$ cat src/rtl/tenkey_debounce.sv
// -----------------------------------------------------------------------------
// tenkey_debounce
//
// Front end for the electronic lock. Takes the ten raw, bouncing keypad
// switches and produces one clean, one-cycle, one-hot 'tenkey' pulse per
// physical key press.
//
// - A press is accepted only when a single key has been stable for
//   DEBOUNCE_CYCLES cycles.
// - Chords (two or more keys) are ignored.
// - Holding a key never auto-repeats.
// - A new key is considered only after a debounced full release.
//
// Optional feature (macro TENKEY_SYNC_EN):
//   defined   : each sw_raw bit passes through a 2-flop synchronizer
//               (reset to 0), which adds 2 cycles to every latency.
//   undefined : sw_raw is used directly and must be synchronous to clk.
//
// Parameters:
//   DEBOUNCE_CYCLES : cycles a level must be stable (press and release), >= 1
//   CNT_W           : debounce counter width, 2**CNT_W >= DEBOUNCE_CYCLES
//
// Ports:
//   clk       in   system clock, rising edge
//   reset     in   asynchronous, active-high reset
//   sw_raw    in   [9:0] raw switches, 1 = pressed, bit n = digit n
//   tenkey    out  [9:0] one-hot accepted key, nonzero for one cycle per press
//   key_valid out  high in the same cycle that tenkey is nonzero
//   key_code  out  [3:0] binary digit of the last accepted key, 4'hF after reset
//   multi_key out  registered flag, high while two or more switches are sampled
//   busy      out  high while the FSM is not IDLE
// -----------------------------------------------------------------------------
module tenkey_debounce #(
    parameter int DEBOUNCE_CYCLES = 20000,
    parameter int CNT_W           = 15
) (
    input  logic       clk,
    input  logic       reset,
    input  logic [9:0] sw_raw,
    output logic [9:0] tenkey,
    output logic       key_valid,
    output logic [3:0] key_code,
    output logic       multi_key,
    output logic       busy
);

    typedef enum logic [1:0] {
        ST_IDLE       = 2'd0,
        ST_PRESS_DB   = 2'd1,
        ST_HELD       = 2'd2,
        ST_RELEASE_DB = 2'd3
    } state_t;

    localparam logic [CNT_W-1:0] CNT_LAST = CNT_W'(DEBOUNCE_CYCLES - 1);

    // Number of set bits in a switch vector (0..10).
    function automatic logic [3:0] f_count_ones(input logic [9:0] v);
        logic [3:0] n;
        n = 4'd0;
        for (int i = 0; i < 10; i++) begin
            n = n + {3'd0, v[i]};
        end
        return n;
    endfunction

    // Binary digit of a one-hot vector; 4'hF if no bit is set.
    function automatic logic [3:0] f_encode(input logic [9:0] v);
        logic [3:0] code;
        code = 4'hF;
        for (int i = 0; i < 10; i++) begin
            if (v[i]) begin
                code = 4'(i);
            end else begin
                code = code;
            end
        end
        return code;
    endfunction

    logic [9:0]       sw_s;
    logic [3:0]       ones_s;
    logic             onehot_s;
    logic             none_s;
    logic             multi_s;

    state_t           state_r;
    logic [CNT_W-1:0] cnt_r;
    logic [9:0]       cand_r;
    logic [9:0]       tenkey_r;
    logic             key_valid_r;
    logic [3:0]       key_code_r;
    logic             multi_key_r;

`ifdef TENKEY_SYNC_EN
    logic [9:0] sync1_r;
    logic [9:0] sync2_r;

    // Two-flop synchronizer bringing the asynchronous switches into clk.
    always_ff @(posedge clk or posedge reset) begin
        if (reset) begin
            sync1_r <= 10'd0;
            sync2_r <= 10'd0;
        end else begin
            sync1_r <= sw_raw;
            sync2_r <= sync1_r;
        end
    end

    assign sw_s = sync2_r;
`else
    assign sw_s = sw_raw;
`endif

    // Classify the sampled vector: exactly one key, no key, or a chord.
    always_comb begin
        ones_s   = f_count_ones(sw_s);
        onehot_s = 1'b0;
        none_s   = 1'b0;
        multi_s  = 1'b0;
        if (ones_s == 4'd1) begin
            onehot_s = 1'b1;
        end else if (ones_s == 4'd0) begin
            none_s = 1'b1;
        end else begin
            multi_s = 1'b1;
        end
    end

    // Debounce FSM with registered outputs; the pulse is cleared by default
    // every cycle so that it lasts exactly one cycle.
    always_ff @(posedge clk or posedge reset) begin
        if (reset) begin
            state_r     <= ST_IDLE;
            cnt_r       <= '0;
            cand_r      <= 10'd0;
            tenkey_r    <= 10'd0;
            key_valid_r <= 1'b0;
            key_code_r  <= 4'hF;
            multi_key_r <= 1'b0;
        end else begin
            tenkey_r    <= 10'd0;
            key_valid_r <= 1'b0;
            multi_key_r <= multi_s;
            case (state_r)
                ST_IDLE: begin
                    // Zero and chord vectors are ignored here.
                    if (onehot_s) begin
                        cand_r  <= sw_s;
                        cnt_r   <= '0;
                        state_r <= ST_PRESS_DB;
                    end else begin
                        state_r <= ST_IDLE;
                    end
                end
                ST_PRESS_DB: begin
                    // Any change (bounce, chord, different key) aborts the press.
                    if (sw_s != cand_r) begin
                        cnt_r   <= '0;
                        state_r <= ST_IDLE;
                    end else if (cnt_r == CNT_LAST) begin
                        state_r     <= ST_HELD;
                        tenkey_r    <= cand_r;
                        key_valid_r <= 1'b1;
                        key_code_r  <= f_encode(cand_r);
                    end else begin
                        cnt_r <= cnt_r + CNT_W'(1);
                    end
                end
                ST_HELD: begin
                    // Adding or swapping keys while held never produces a pulse.
                    if (none_s) begin
                        cnt_r   <= '0;
                        state_r <= ST_RELEASE_DB;
                    end else begin
                        state_r <= ST_HELD;
                    end
                end
                ST_RELEASE_DB: begin
                    if (!none_s) begin
                        cnt_r   <= '0;
                        state_r <= ST_HELD;
                    end else if (cnt_r == CNT_LAST) begin
                        state_r <= ST_IDLE;
                    end else begin
                        cnt_r <= cnt_r + CNT_W'(1);
                    end
                end
                default: begin
                    cnt_r   <= '0;
                    state_r <= ST_IDLE;
                end
            endcase
        end
    end

    assign tenkey    = tenkey_r;
    assign key_valid = key_valid_r;
    assign key_code  = key_code_r;
    assign multi_key = multi_key_r;
    assign busy      = (state_r != ST_IDLE);

endmodule
$ cat config.mk
export PLATFORM = sky130hd
export DESIGN_NAME = tenkey_debounce
export DESIGN_NICKNAME = d
export VERILOG_FILES = /design/src/rtl/tenkey_debounce.sv
export SDC_FILE = /design/constraint.sdc
export NUM_CORES = 1
export LEC_CHECK = 0
export CAP_MARGIN = 20
export CORE_ASPECT_RATIO = 1.25
export CORE_MARGIN = 3
export CORE_UTILIZATION = 25
export CTS_CLUSTER_DIAMETER = 150
export CTS_CLUSTER_SIZE = 16
export DETAILED_ROUTE_END_ITERATION = 10
export PLACE_DENSITY = 0.41
export SLEW_MARGIN = 20
export SYNTH_ARGS = -nofsm -noshare
export SYNTH_HDL_FRONTEND = slang
export SYNTH_SLANG_ARGS = --single-unit
$ cat constraint.sdc
create_clock -name clk -period 2.27 [get_ports clk]
set_clock_uncertainty 0.05 [all_clocks]
set_input_delay 0.227 -clock clk [delete_from_list [all_inputs] [get_ports clk]]
set_output_delay 0.227 -clock clk [all_outputs]
set_load 0.1 [all_outputs]
==> summary.txt <==
Status: finished with violations
Violated checks: negative setup slack
Number of synthesized register bits: 43
Setup TNS: -34940 ps
PortBufs: 28
Drt drc: 0
Maximum operating frequency: 0.2768 GHz
Main synth FF type: dfrtp_1
Number of DRC markers in iteration 0: 34
First-pass GRT wire length: 10.04 mm
Maximum vdd drop: 0.4149 mV
Root Buffer: clkbuf_16
Initial antenna violation count: 0
Worst Hold Class: input pin to async pin
Worst Path Max Fanout: 7
Core Util, Final: 36.75%
Grt total ovfl: 0
Via count: 1890
Simple-gate area share of the yosys netlist: 21.22%
Nets: 317
CTS sink count: 43
Fraction of the mapped netlist area in compound gates: 10.95%
Drt total wl: 5.948 mm
Lkg Pwr: 1.532 nW
RSZ-0062 raised after global routing: true
Synth Cell Area: 2400 um^2
Met2 wire len: 3.231 mm
Synth Area in XOR/XNOR: 6.204%
Max Slew Vio Count: 0
Gp weighted congestion: 0.8048
Max-cap violation count: 0
Post-Syn Nets: 245
Register area share after synthesis: 45.05%
Clk slew on worst S/H paths: 70 ps
EDFF count, synth: 0
Synth cell types: 49
Post-Synth Adder-Cell Area: 6.569%
M1 WL: 2.507 mm
Post-DP HPWL: 4.490 mm
Top layer in use: met4
Mux cell area share after synthesis: 5.996%
Setup ws final: -1343 ps
Die Height: 115.5 um
Clk Latency, worst-skew pair: 280 ps
I/O Pins: 29
Initial Utilization: 25.88%
Site Rows: 39
WL met3: 128 um
Chip width: 93.63 um
Vias per inst: 4.500
Slew @ Worst Pin: 349.2 ps
Fin crit period: 3613 ps
Arrival time worst endpoint: 3780 ps
H-Tree Depth: 2
Worst Setup Start Kind: input pin
# diodes: 0
Clk buf depth: 2
FF-to-FF path depth: 6
Hold_buf cts: 0
Crit end category: flop
P&R area growth vs syn: 41.97%
Slew headroom: 76.63%
Fin Hold WS: 235.5 ps
WL/cell: 14.16 um
Core Area: 9271 um^2
CTS buffer count: 5
Hold Vio Cnt, Final: 0
Yosys warning total: 0
Cells after Synth: 224
Final setup vio count: 28
DIE AREA: 10820 um^2
Post-route ant nets: 0
Pwr Density: 1039 nW/um^2
Largest net degree at the start of global routing: 23
Vias in the first global route: 2016
Total track usage: 11.92%
CTS tree: built
Critical path class: input pin to flop
Syn Area/Cell: 10.71 um^2
Fin crit share: 159.1%
Synth async-reset ratio: 100.0%
Largest family of logic cells by synthesized area: simple AND/OR/NAND/NOR gates
DRT Pass-1 Iters: 4
Worst path required time: 2440 ps
Share of layout cells above drive strength 1: 38.72%
==> what timing repair did <==
item / CTS / global route
pin swaps: 19 / 15
gates resized for setup: 56 / 8
gates cloned: 2 / 0
setup endpoints to repair: 28 / 28
buffers inserted: 6 / 3
==> report_power, final <==
group | internal, mW | total, mW | switching (mW)
Sequential | 0.893 | 1.06 | 0.170
Combinational | 0.816 | 1.63 | 0.818
Clock | 0.523 | 0.844 | 0.321
==> Yosys cell counts (all sizes together) (7+ instances only) <==
cell type | instances | area (um^2)
nand2 | 10 | 37.54
nand4 | 7 | 58.81
dfrtp | 39 | 975.9
inv | 17 | 63.81
and2 | 11 | 70.07
mux2 | 11 | 123.9
nor3 | 7 | 46.30
xnor2 | 11 | 96.34
nand3 | 10 | 50.05
nor2 | 20 | 75.07
a21oi | 8 | 40.04
o21ai | 11 | 66.32
==> final cells by class <==
cell class | instances | area [um^2]
fill | 970 | 5864
multi-input combinational | 160 | 1330
sequential | 43 | 1081
timing repair buffer | 69 | 606.8
tap | 123 | 153.9
clock buffer | 5 | 125.1
inverter | 17 | 63.81
clock inverter | 3 | 46.29
==> state kept, by name, indices dropped and copies added, names as in the netlist <==
register,flops
key_code,4
tenkey,10
state_r,2
cand_r,10
key_valid,1
multi_key,1
cnt_r,15
==> kinds of logic (layout without fill, tap and decap cells) <==
kind of cell    Yosys count  after routing
xor+xnor                 17             17
flops                    43             43
simple gates             84             84
buf+inv                  21             94
compound gates           37             37
fa+ha+maj                 9              9
mux                      13             13
==> per-layer routing <==
| layer | GRT usage, % | up-vias |
|---|---|---|
| li1 | - | 936 |
| met1 | 13.00 | 924 |
| met2 | 22.90 | 23 |
| met3 | 2.532 | 7 |
| met4 | 3.565 | 0 |
| met5 | 0 | - |
==> final timing paths <==
kind | startpoint | end | slack (ps)
max | sw_raw[1] | cnt_r[2] | -1340
min | reset | tenkey[7] | 240
max reg2reg | cnt_r[1] | key_code[3] | 270
min reg2reg | key_code[0] | key_code[0] | 460
max in group asynchronous | reset | key_code[1] | 1650
min in group clk | sw_raw[1] | cand_r[1] | 240
==> through the flow <==
step | std cells | setup WS (ps) | power (mW) | instance area [um^2]
after floorplan | 224 | -1422 | 1.890 | 2407
after CTS | 418 | -1485 | 3.606 | 3374
after global placement | 402 | -2007 | 2.328 | 3012
final | 420 | -1343 | 3.541 | 3407
after global routing | 420 | -1469 | 3.769 | 3407
after detailed placement | 402 | -1985 | 2.335 | 3012
==> cell usage in the layout, fill, tap and decap left out, drive strengths merged, types with 3 or more instances in the layout <==
cell type and count:
nor3 7, a21oi 8, and2 11, clkdlybuf4s50 5, inv 17, or3 3, clkbuf 5, dfrtp 39
nand3 10, xor2 6, xnor2 11, o21ai 11, nor2 20, ha 3, dfstp 4, buf 64
o211ai 4, nand2 10, nor4 4, mux2 11, fa 6, nand4 7
==> critical path, cell delays in order <==
cell      delay (ps)
buf_6            100
fa_1             490
fa_1             530
inv_2             40
fa_1             420
inv_1             70
ha_2             170
inv_2             40
fa_2             330
a2111o_1         350
a211oi_4         260
buf_6            140
buf_6            100
o21ai_4           70
or3_4            330
a21oi_2          130
Note: power is estimated with default switching activity, not from simulation.
